<file path="src/rtl/arcadia_cart_pkg.sv">
// Shared types and helpers for the Arcadia cartridge controller.
package arcadia_cart_pkg;

  // Load sequencer states; the encoding is also visible on the debug port.
  typedef enum logic [2:0] {
    IDLE  = 3'd0,
    CLEAR = 3'd1,
    LOAD  = 3'd2,
    SIZE  = 3'd3,
    RUN   = 3'd4
  } cart_state_t;

  // Value returned to the CPU whenever the RAM is not being read on its behalf.
  localparam logic [7:0] CART_FILL = 8'hFF;

  // Smallest 2^k-1 that covers max_addr, never narrower than min_w bits.
  // Smearing the top set bit downwards gives the covering all-ones value.
  function automatic int unsigned size_mask(input int unsigned max_addr,
                                            input int unsigned min_w);
    int unsigned m;
    m = max_addr;
    m = m | (m >> 1);
    m = m | (m >> 2);
    m = m | (m >> 4);
    m = m | (m >> 8);
    m = m | (m >> 16);
    m = m | ((32'd1 << min_w) - 32'd1);
    return m;
  endfunction

endpackage

</file>
<file path="src/rtl/arcadia_cart_ctrl.sv">
// Cartridge RAM owner: sequences clear/download/sizing of a cart image and
// then serves the 2650 cartridge fetch port from the same single-port BRAM.
//
// Handshakes:
//   ioctl: a byte is taken on any cycle where ioctl_wr=1 and ioctl_wait=0
//          (and the index matches); ioctl_wait is a level, not a pulse.
//   cpu:   cpu_rd is a one-cycle request sampled at edge N; cpu_ack is a
//          one-cycle pulse two cycles later with cpu_rdata valid alongside.
module arcadia_cart_ctrl
  import arcadia_cart_pkg::*;
#(
  parameter int         ADDR_W     = 14,
  parameter logic [7:0] CART_INDEX = 8'd1,
  parameter int         MIN_MASK_W = 11
) (
  input  logic              clk,
  input  logic              reset_n,
  input  logic              ioctl_download,
  input  logic [7:0]        ioctl_index,
  input  logic              ioctl_wr,
  input  logic [24:0]       ioctl_addr,
  input  logic [7:0]        ioctl_dout,
  output logic              ioctl_wait,
  input  logic              cpu_rd,
  input  logic [14:0]       cpu_addr,
  output logic [7:0]        cpu_rdata,
  output logic              cpu_ack,
  output logic              cpu_hold,
  output logic [ADDR_W-1:0] ram_addr,
  output logic              ram_we,
  output logic [7:0]        ram_din,
  input  logic [7:0]        ram_dout,
  output logic              cart_valid,
  output logic [ADDR_W-1:0] cart_mask,
  output cart_state_t       dbg_state
);

  cart_state_t       state_q, state_d;
  logic [ADDR_W-1:0] clr_cnt_q, clr_cnt_d;
  logic              buf_full_q, buf_full_d;
  logic [ADDR_W-1:0] buf_addr_q, buf_addr_d;
  logic [7:0]        buf_data_q, buf_data_d;
  logic [ADDR_W-1:0] max_addr_q, max_addr_d;
  logic              any_q, any_d;
  logic              dl_prev_q, dl_prev_d;
  logic              cart_valid_q, cart_valid_d;
  logic [ADDR_W-1:0] cart_mask_q, cart_mask_d;
  logic              ram_we_q, ram_we_d;
  logic [ADDR_W-1:0] ram_addr_q, ram_addr_d;
  logic [7:0]        ram_din_q, ram_din_d;
  logic              rd1_q, rd1_d;
  logic              rd1_ram_q, rd1_ram_d;
  logic              ack_q, ack_d;
  logic              ack_ram_q, ack_ram_d;

  logic dl_qual;
  logic dl_rise;
  logic restart;
  logic wr_accept;
  logic addr_in_range;
  logic cpu_ram_rd;
  logic unused_cpu_hi;

  // Upper CPU address bits alias into the cart window; the mask does the rest.
  assign unused_cpu_hi = ^cpu_addr[14:ADDR_W];

  // Request qualification shared by the FSM and the CPU read pipeline.
  always_comb begin
    dl_qual       = ioctl_download && (ioctl_index == CART_INDEX);
    dl_rise       = dl_qual && !dl_prev_q;
    restart       = (state_q == RUN) && dl_rise;
    ioctl_wait    = (state_q == CLEAR) || ((state_q == LOAD) && buf_full_q);
    wr_accept     = (state_q == LOAD) && ioctl_wr && !ioctl_wait &&
                    (ioctl_index == CART_INDEX);
    addr_in_range = (ioctl_addr[24:ADDR_W] == '0);
    cpu_ram_rd    = (state_q == RUN) && !restart && cpu_rd;
  end

  // Next-state logic: load sequencer, write buffer and CPU read pipeline.
  always_comb begin
    state_d      = state_q;
    clr_cnt_d    = clr_cnt_q;
    buf_full_d   = buf_full_q;
    buf_addr_d   = buf_addr_q;
    buf_data_d   = buf_data_q;
    max_addr_d   = max_addr_q;
    any_d        = any_q;
    dl_prev_d    = dl_qual;
    cart_valid_d = cart_valid_q;
    cart_mask_d  = cart_mask_q;
    ram_we_d     = 1'b0;
    ram_addr_d   = ram_addr_q;
    ram_din_d    = ram_din_q;
    rd1_d        = cpu_rd;
    rd1_ram_d    = cpu_ram_rd;
    ack_d        = rd1_q;
    // A read whose data would land after a restart is answered with fill.
    ack_ram_d    = rd1_ram_q && (state_q == RUN) && !restart;

    case (state_q)
      IDLE: begin
        if (dl_qual) begin
          state_d      = CLEAR;
          clr_cnt_d    = '0;
          cart_valid_d = 1'b0;
          max_addr_d   = '0;
          any_d        = 1'b0;
        end
      end
      CLEAR: begin
        ram_we_d   = 1'b1;
        ram_addr_d = clr_cnt_q;
        ram_din_d  = 8'h00;
        clr_cnt_d  = clr_cnt_q + 1'b1;
        if (clr_cnt_q == '1) begin
          state_d = LOAD;
        end
      end
      LOAD: begin
        if (buf_full_q) begin
          ram_we_d   = 1'b1;
          ram_addr_d = buf_addr_q;
          ram_din_d  = buf_data_q;
          buf_full_d = 1'b0;
        end else if (wr_accept) begin
          any_d = 1'b1;
          if (addr_in_range) begin
            buf_full_d = 1'b1;
            buf_addr_d = ioctl_addr[ADDR_W-1:0];
            buf_data_d = ioctl_dout;
            if (ioctl_addr[ADDR_W-1:0] > max_addr_q) begin
              max_addr_d = ioctl_addr[ADDR_W-1:0];
            end
          end else begin
            max_addr_d = '1;
          end
        end
        // Leave only once nothing is buffered or being buffered this cycle.
        if (!dl_qual && !buf_full_q && !wr_accept) begin
          state_d = SIZE;
        end
      end
      SIZE: begin
        if (!any_q) begin
          cart_valid_d = 1'b0;
          state_d      = IDLE;
        end else begin
          cart_mask_d  = ADDR_W'(size_mask(32'(max_addr_q), MIN_MASK_W));
          cart_valid_d = 1'b1;
          state_d      = RUN;
        end
      end
      RUN: begin
        if (restart) begin
          state_d      = CLEAR;
          clr_cnt_d    = '0;
          cart_valid_d = 1'b0;
          max_addr_d   = '0;
          any_d        = 1'b0;
        end else if (cpu_ram_rd) begin
          ram_addr_d = cpu_addr[ADDR_W-1:0] & cart_mask_q;
        end
      end
      default: begin
        state_d = IDLE;
      end
    endcase
  end

  // State registers with synchronous active-low reset.
  always_ff @(posedge clk) begin
    if (!reset_n) begin
      state_q      <= IDLE;
      clr_cnt_q    <= '0;
      buf_full_q   <= 1'b0;
      buf_addr_q   <= '0;
      buf_data_q   <= 8'h00;
      max_addr_q   <= '0;
      any_q        <= 1'b0;
      dl_prev_q    <= 1'b0;
      cart_valid_q <= 1'b0;
      cart_mask_q  <= '0;
      ram_we_q     <= 1'b0;
      ram_addr_q   <= '0;
      ram_din_q    <= 8'h00;
      rd1_q        <= 1'b0;
      rd1_ram_q    <= 1'b0;
      ack_q        <= 1'b0;
      ack_ram_q    <= 1'b0;
    end else begin
      state_q      <= state_d;
      clr_cnt_q    <= clr_cnt_d;
      buf_full_q   <= buf_full_d;
      buf_addr_q   <= buf_addr_d;
      buf_data_q   <= buf_data_d;
      max_addr_q   <= max_addr_d;
      any_q        <= any_d;
      dl_prev_q    <= dl_prev_d;
      cart_valid_q <= cart_valid_d;
      cart_mask_q  <= cart_mask_d;
      ram_we_q     <= ram_we_d;
      ram_addr_q   <= ram_addr_d;
      ram_din_q    <= ram_din_d;
      rd1_q        <= rd1_d;
      rd1_ram_q    <= rd1_ram_d;
      ack_q        <= ack_d;
      ack_ram_q    <= ack_ram_d;
    end
  end

  // Outputs; read data is taken straight from the BRAM q in the ack cycle.
  always_comb begin
    ram_we     = ram_we_q;
    ram_addr   = ram_addr_q;
    ram_din    = ram_din_q;
    cart_valid = cart_valid_q;
    cart_mask  = cart_mask_q;
    cpu_hold   = (state_q != RUN);
    cpu_ack    = ack_q;
    cpu_rdata  = 8'h00;
    if (ack_q) begin
      cpu_rdata = ack_ram_q ? ram_dout : CART_FILL;
    end
    dbg_state  = state_q;
  end

endmodule

</file>
<file path="config.mk">
export PLATFORM = sky130hd
export DESIGN_NAME = arcadia_cart_ctrl
export DESIGN_NICKNAME = d
export VERILOG_FILES = /design/src/rtl/arcadia_cart_pkg.sv /design/src/rtl/arcadia_cart_ctrl.sv
export SDC_FILE = /design/constraint.sdc
export NUM_CORES = 1
export LEC_CHECK = 0
export ABC_AREA = 1
export BUFFER_PORTS_ARGS = -buffer_cell sky130_fd_sc_hd__buf_2
export CORE_MARGIN = 5
export CORE_UTILIZATION = 53
export CTS_CLUSTER_DIAMETER = 60
export CTS_CLUSTER_SIZE = 16
export DETAILED_ROUTE_END_ITERATION = 8
export HOLD_SLACK_MARGIN = 0.05
export PLACE_DENSITY = 0.83
export RECOVER_POWER = 100
export SYNTH_ARGS = -nofsm -noshare
export SYNTH_HDL_FRONTEND = slang
export SYNTH_SLANG_ARGS = --single-unit
</file>
<file path="constraint.sdc">
create_clock -name clk -period 1.9 [get_ports clk]
set_input_delay 0.285 -clock clk [delete_from_list [all_inputs] [get_ports clk]]
set_output_delay 0.285 -clock clk [all_outputs]
set_load 0.02 [all_outputs]
</file>
---- Word-level counts from Yosys, hierarchy flattened ----
Cells that the tools add are included.
storage, ports and cells
  output and inout port bits .............. 52
  bits in registers ....................... 98
  word-level logic and storage cells ...... 113
cells by class
  equal/unequal tests ..................... 17
  muxes and demuxes ....................... 34
  add/subtract/negate cells ............... 1
  $lt $le $gt $ge ......................... 1
  bitwise logic cells ..................... 7
  reductions and logical operators ........ 36
operators by type and width
  cell                                                                    number
  14-bit two-way mux                                                      9
  14-bit case mux with 3 select lines                                     3
  8-bit two-way mux                                                       3
  8-bit case mux with 2 select lines                                      1
  3-bit two-way mux                                                       5
  3-bit case mux with 5 select lines                                      1
  14-bit by 1-bit adder with 14-bit output (second input constant)        1
  14-bit AND                                                              1
  14-bit equality test (second input constant)                            1
  14-bit > comparator                                                     1
  2-bit inequality test (second input constant)                           7
  14-bit by 1-bit OR with 14-bit output (second input constant)           1
  14-bit by 10-bit OR with 14-bit output                                  1
  14-bit by 12-bit OR with 14-bit output                                  1
  14-bit by 13-bit OR with 14-bit output                                  1
  14-bit by 6-bit OR with 14-bit output                                   1
  1-bit logical AND                                                       13
  4-bit AND reduction                                                     3
  3-bit nonzero test                                                      4
  11-bit zero test                                                        1
  1-bit two-way mux                                                       9
  8-bit by 1-bit equality test with 1-bit output (second input constant)  1
  3-bit by 2-bit equality test with 1-bit output (second input constant)  2
  1-bit zero test                                                         6
  other kinds (15)                                                        19

---- Longest topological paths before layout ----
Gate-level depths: netlist of the first run.
  depth in word-level cells ............... 10
  gate-level depth with buffers ........... 15

---- Worst setup path after synthesis of the first run ----
OpenSTA, ideal clock, no wires.
  path type ............................... reg2reg
  start point ............................. reg max_addr_q[13]
  end point ............................... reg max_addr_q[11]
  period minus slack after synthesis ...... 1.732 ns
  path slack .............................. 0.168 ns
  required time ........................... 1.830 ns
  arrival time ............................ 1.662 ns
  buffers on the path ..................... 1
  library setup time ...................... 0.070 ns
  cell stages (with the launch flop) ...... 14
  path through ............................ dfxtp_1 -> inv_1 -> ha_1 -> nand2_1 -> nor2_1 -> inv_1 -> nor2_1 -> nand2_1 -> nand2_1 -> nand2_1 -> nand2_2 -> buf_2 -> nand3_1 -> a21oi_1
on the way
  cells in the longest elaborated chain, start to end .. 3
ends and longest elaborated chain
  what                                                               RTL line                  source
  start: declaration                                                 arcadia_cart_ctrl.sv:43   logic [ADDR_W-1:0] max_addr_q, max_addr_d;
  start signal: assignment                                           arcadia_cart_ctrl.sv:196  max_addr_q <= max_addr_d;
  14-bit > comparator                                                arcadia_cart_ctrl.sv:131  if (ioctl_addr[ADDR_W-1:0] > max_addr_q) begin
  3-bit by 2-bit inequality test with 1-bit output (no source line)  -
  6-bit AND reduction (no source line)                               -
No other way between the ends.
A chain may end at the register's enable or synchronous reset.

---- Final worst setup path of the first run ----
  start point ............................. reg max_addr_q[11]
  end point ............................... reg max_addr_q[13]
The elaborated chain is that of the path after synthesis.

==> metrics.md, run 1 <==
| Metric | Value |
|---|---|
| Launching point of the worst reg2reg path | max_addr_q[11] |
| First-pass GRT wire length | 20.2 mm |
| Outcome | finished, final reports clean |
| DRT iter0 DRCs | 332 |
| Input/output buffers | 119 |
| Synthesized flop and latch total | 88 |
| Drt drc | 0 |
| Antenna violations before repair | 0 |
| Clock Pin Slew Worst Setup and Hold Paths | 90 ps |
| Synth async-reset ratio | 0 |
| Most frequent cells in the layout | buf_2, nand2_1, dfxtp_1, inv_1, a21oi_1 |
| Fraction of layout instances using a drive strength above 1 | 0.271 |
| Hold slack | roughly 140 ps |
| Min-delay src | ioctl_dout[5] |
| CP Max Fanout | 6 |
| Setup-failing EPs final | 0 |
| Hold WC Path Type | primary input to flop |
| Crit path arrival time | ~2100 ps |
| Final nets | 829 |
| Grt ovf | 0 |
| Antenna cells | 0 |
| Post-CTS Hold Fix Bufs | 0 |
| Largest area contributor in the netlist | dfxtp_1 |
| Synth warn | 0 |
| Peak supply drop | 0.000431 V |
| CP startpoint | max_addr_q[11] |
| Post-route ant nets | 0 |
| Highest clock rate | 0.558 GHz |
| Post-DR vias/cell | 5.48 |
| Slew Limit Fails | 0 |
| # IOs | 121 |
| Core Util, Final | 0.668 |
| Crit path required time | between 2000 and 2500 ps |
| Fill cell count | 695 |
| Main synth FF type | dfxtp_1 |
| Clock Skew | 10.2 ps |
| CTS Root Cell | clkbuf_8 |
| Drt pass-1 iters | 4 |
| Worst hold endpoint | buf_data_q[5] |
| Netlist cell types | 38 |
| Metal2 WL | 5.83 mm |
| CP Class | flop to flop |
| Synthesized area | 4530 um2 |
| Syn nets | 714 |
| Largest net degree at the start of global routing | 47 |
| RePlAce Congestion | 0.890 |
| Die Width | approximately 100 um |
| Final Critical Period | between 1500 and 2000 ps |
| Leakage | 2.46 nW |
| Synth area leaders | dfxtp_1, nand2_1, a21oi_1 |
| GRT Overall Usage | 0.241 |
| RR Endpoint | max_addr_q[13] |
| Vias in the first global route | 4262 |
| Unrepaired setup endpoints after global routing | true |
| Sequential share of the synthesized area | 0.389 |
| Metal-1 WL | 5.38 mm |
| Synth top area share | 0.389 |
| H-Tree Depth | 3 |
| Metal3 WL | 1.15 mm |
| CTS tree | built |
| Post-synth EDFFs | 0 |
| Row cnt | 33 |
| Post-placement setup slack | -7.15 ps |
| DPL Wire Length | 9.27 mm |
| Max-cap violations | 0 |
| TritonCTS Buffers | 9 |
| Fin crit share | 0.943 |
| Initial Utilization | 0.549 |
| Post-DR wirelength/cell | 14.8 um |
| # clock sinks | 88 |
| Syn-to-layout area delta | 21.8% |
| Clk_lat worst skew | 360 ps |
| Cells on worst reg2reg path | 13 |
| Max-slew headroom | 0.451 |
| Max Used Layer | met4 |
| Crit start category | flop |
| Endpoint class of the critical path | flop |
| Most common cell after layout, fill and taps aside | buf_2 |
| Syn_area_per_cell | between 7 and 8 um2 |
| Via count | 4685 |
| Final hold vios | 0 |
| PD cells | 757 nW/um2 |
| Worst-margin pin slew | 824 ps |
| Routed WL | 12.6 mm |
| Clk buf depth | 2 |
| Die Ht | 102 um |
| Total die area | roughly 11000 um2 |
| Setup slack after layout | 109 ps |
| Reg2reg setup slack | 110 ps |
| Mapped Cells | 630 |
| Core ar. | about 8300 um2 |
| Hold depth | 3 |
[layer usage]
metal  track usage  vias up
met1         0.324     2137
met3        0.0382       26
met4        0.0918        0
met2         0.389      217
li1              -     2305
met5             0        -
[sequential cells by signal, summed over array words and instances (netlist names)]
register,cells
buf_addr_q,14
clr_cnt_q,14
max_addr_q,14
ram_addr,14
buf_data_q,8
ram_din,8
cart_mask,4
dbg_state,3
ack_d,1
ack_ram_q,1
any_q,1
buf_full_q,1
cart_valid,1
cpu_ack,1
dl_prev_q,1
ram_we,1
rd1_ram_q,1
[cells by family (layout without fill, tap and decap cells)]
logic type / after synthesis / count (layout) / share of synthesized area
buffers and inverters: 117 / 237 / 0.120
DFF: 88 / 88 / 0.389
xor gates and xnor gates: 1 / 1 / 0.00193
AOI/OAI and AO/OA: 136 / 136 / 0.162
and+or+nand+nor: 273 / 273 / 0.286
adders and majority gates: 15 / 15 / 0.0414
[report_power, final]
group          leakage (nW)  switching (W)  internal [W]
sequential            0.711      0.0000360       0.00190
combinational          1.63       0.000402      0.000227
clock                 0.125       0.000720      0.000890
total                  2.46        0.00116       0.00302
[critical path, stage by stage, from the launching register on]
cell     delay [ps]
dfxtp_1         340
inv_1            60
ha_1            290
nand2_1          50
nor2_1          110
inv_1            60
nor2_2          120
nand2_1          60
nand2_1          70
nand2_2          70
nand2_4         110
buf_6           130
nand3_1          90
a21oi_2         150
[worst max-delay path by stage]
stage | endpoint | slack (ps) | cells after the start
after floorplan | max_addr_q[11] | 170 | 13
after global placement | ram_addr[0] | 50 | 10
after detailed placement | ram_addr[8] | -7 | 10
after CTS | max_addr_q[1] | 6 | 13
after global routing | max_addr_q[13] | -20 | 13
final | max_addr_q[13] | 110 | 13
[stage by stage]
stage | cell area, um2 | power [W] | setup TNS (ps) | cells
after floorplan | 4530 | 0.00238 | 0 | 630
after global placement | 5180 | 0.00257 | 0 | 838
after detailed placement | 5180 | 0.00259 | -11.1 | 838
after CTS | 5430 | 0.00416 | 0 | 854
after global routing | 5520 | 0.00434 | -66.7 | 855
final | 5520 | 0.00418 | 0 | 855
[cell type report]
cell class / instances / area [um2] / share of cell area
tap: 105 / 131 / 0.0238
timing repair buffer: 139 / 763 / 0.138
clock inverter: 7 / 125 / 0.0227
clock buffer: 9 / 124 / 0.0224
inverter: 82 / 315 / 0.0571
sequential: 88 / 1770 / 0.320
multi-input combinational: 425 / 2290 / 0.416
[synthesized netlist by cell type (3+ instances only)]
cell / instances
o21ai_1: 10
a31oi_1: 14
ha_1: 15
nand3_1: 59
nand4_1: 7
buf_2: 6
nor2_2: 5
or2_0: 3
or2_2: 10
or2_1: 3
o21ai_0: 21
nor3_1: 11
nand2_1: 105
a21oi_1: 74
nand2_2: 4
dfxtp_1: 88
inv_2: 4
buf_6: 6
inv_1: 74
nor2_1: 54
clkinv_1: 3
o22ai_1: 14
buf_4: 13
clkbuf_1: 8
[timing repair]
item                       4_1_cts  5_1_grt
setup endpoints to repair        0       45
gates resized for setup          0       22
buffers inserted                 0        1
(Power assumes the default switching activity.)
==> run 2, diff against run 1 <==
==> constraint.sdc (replaced) <==
create_clock -name clk -period 1.9 [get_ports clk]
set_input_delay 0.38 -clock clk [delete_from_list [all_inputs] [get_ports clk]]
set_output_delay 0.38 -clock clk [all_outputs]
set_load 0.02 [all_outputs]
==> metrics.md, run 2 (same netlist as run 1, synthesis figures left out) <==
| Metric | Value |
|---|---|
| Outcome | finished, final reports clean |
| Input/output buffers | 119 (unchanged) |
| CP Class | flop to flop |
| Endpoint class of the critical path | flop |
| Leakage | 2.30 nW (-6.8%) |
| Row cnt | 33 (unchanged) |
| # clock sinks | 88 (unchanged) |
| Clk buf depth | 2 (unchanged) |
| CTS tree | built |
| Fill cell count | 700 (+0.72%) |
| Via count | 4687 (+0.043%) |
| Most frequent cells in the layout | nand2_1, dfxtp_1, inv_1, a21oi_1, buf_2 |
| GRT Overall Usage | 0.239 (-0.00194) |
| Most common cell after layout, fill and taps aside | nand2_1 |
| Vias in the first global route | 4371 (+2.6%) |
| Post-DR wirelength/cell | 14.8 um (-0.11%) |
| Clk_lat worst skew | 360 ps (about the same) |
| Post-CTS Hold Fix Bufs | 0 (unchanged) |
| Max-cap violations | 0 (unchanged) |
| Peak supply drop | 0.000384 V (-11%) |
| Clock Pin Slew Worst Setup and Hold Paths | 90 ps (about the same) |
| Highest clock rate | 0.544 GHz (-2.6%) |
| Total die area | 10500 um2 (unchanged) |
| Slew Limit Fails | 0 (unchanged) |
| Crit path arrival time | 2130 ps (+40 ps) |
| Reg2reg setup slack | 60 ps (-50 ps) |
| Routed WL | 12.8 mm (+1.1%) |
| Setup slack after layout | 62.1 ps (-46.9 ps) |
| Antenna violations before repair | 0 (unchanged) |
| DPL Wire Length | 9.55 mm (+3.0%) |
| CTS Root Cell | clkbuf_8 |
| Non-filler instance count after layout | 865 (+1.2%) |
| Multi-input gate area | 2280 um2 (-0.60%) |
| Final nets | 839 (+1.2%) |
| Hold WC Path Type | primary input to flop |
| Design Area, Final | 5510 um2 (about the same) |
| H-Tree Depth | 3 (unchanged) |
| Post-DR vias/cell | 5.42 (-1.1%) |
| Hold slack | 241 ps (+99.3 ps) |
| Crit start category | flop |
| PD cells | 736 nW/um2 (-2.7%) |
| Clock Skew | 6.59 ps (-3.57 ps) |
| CP Max Fanout | 5 (-1) |
| Post-placement setup slack | -49.1 ps (-42.0 ps) |
| Drt drc | 0 (unchanged) |
| Grt ovf | 0 (unchanged) |
| Post-route ant nets | 0 (unchanged) |
| Core ar. | 8260 um2 (unchanged) |
| Antenna cells | 0 (unchanged) |
| Syn-to-layout area delta | 21.7% (about the same) |
| Max-slew headroom | 0.713 (+0.262) |
| Worst-margin pin slew | 431 ps (-393 ps) |
| Placed Area | 5270 um2 (+1.6%) |
| First-pass GRT wire length | 19.9 mm (-1.3%) |
| Fin crit share | 0.967 (+0.0247) |
| Largest net degree at the start of global routing | 46 (-2.1%) |
| Drt pass-1 iters | 5 (+1) |
| Die Ht | 102 um (unchanged) |
| Setup-failing EPs final | 0 (unchanged) |
| # IOs | 121 (unchanged) |
| DRT iter0 DRCs | 266 (-20%) |
| Fraction of layout instances using a drive strength above 1 | 0.216 (-0.0549) |
| RePlAce Congestion | 0.886 (-0.52%) |
| Die Width | 102 um (unchanged) |
| Initial Utilization | 0.549 (unchanged) |
| Register Area | 1770 um2 (+0.21%) |
| DP Cell Count | 846 (+0.95%) |
| Final hold vios | 0 (unchanged) |
| Final Critical Period | 1840 ps (+46.9 ps) |
| TritonCTS Buffers | 9 (unchanged) |
| Crit path required time | 2190 ps (about the same) |
run 2: layer usage:
layer | up-vias | wire [um] | global-route usage
met4 | 0 | 341 | 0.101
met1 | 2114 | 5300 | 0.309
met5 | - | 0 | 0
met3 | 26 | 1220 | 0.0498
li1 | 2329 | - | -
met2 | 218 | 5910 | 0.387
run 2: cell type report:
| type | count | area share |
|---|---|---|
| Clock buffer | 9 | 0.0225 |
| Clock inverter | 7 | 0.0184 |
| Inverter | 82 | 0.0567 |
| Multi-Input combinational cell | 425 | 0.414 |
| Sequential cell | 88 | 0.321 |
| Tap cell | 105 | 0.0238 |
| Timing Repair Buffer | 149 | 0.144 |
run 2: worst max-delay path, cell delays in order, from the launching register on:
cell,delay (ps)
dfxtp_2,350
inv_1,70
ha_4,270
nand2_1,80
nor2_2,110
inv_1,60
nor2_2,100
nand2_1,60
nand2_1,60
nand2_1,80
nand2_4,150
clkbuf_16,160
nand3_1,80
a21oi_1,140
run 2: what timing repair did:
item	4_1_cts	5_1_grt
endpoints found under the setup margin	0	31
gates resized for setup	0	20
buffers inserted	0	2
run 2: power by group:
part / leakage, nW / switching, W / internal, W
Clock: 0.107 / 0.000729 / 0.000755
Sequential: 0.713 / 0.0000320 / 0.00190
Combinational: 1.48 / 0.000414 / 0.000227
run 2: metrics by stage:
stage	utilization	total power [W]	setup TNS [ps]
floorplan	-	0.00238	0
global placement	0.638	0.00260	-3.96
detailed placement	0.638	0.00262	-417
CTS	0.665	0.00407	0
global route	0.668	0.00423	-425
finish	0.668	0.00406	0
run 2: worst paths after layout:
kind | from | end | depth (start not counted)
max | max_addr_q[13] | max_addr_q[12] | 13
min | ioctl_dout[5] | buf_data_q[5] | 3
max reg2reg | max_addr_q[13] | max_addr_q[12] | 13
min reg2reg | ack_d | cpu_ack | 2
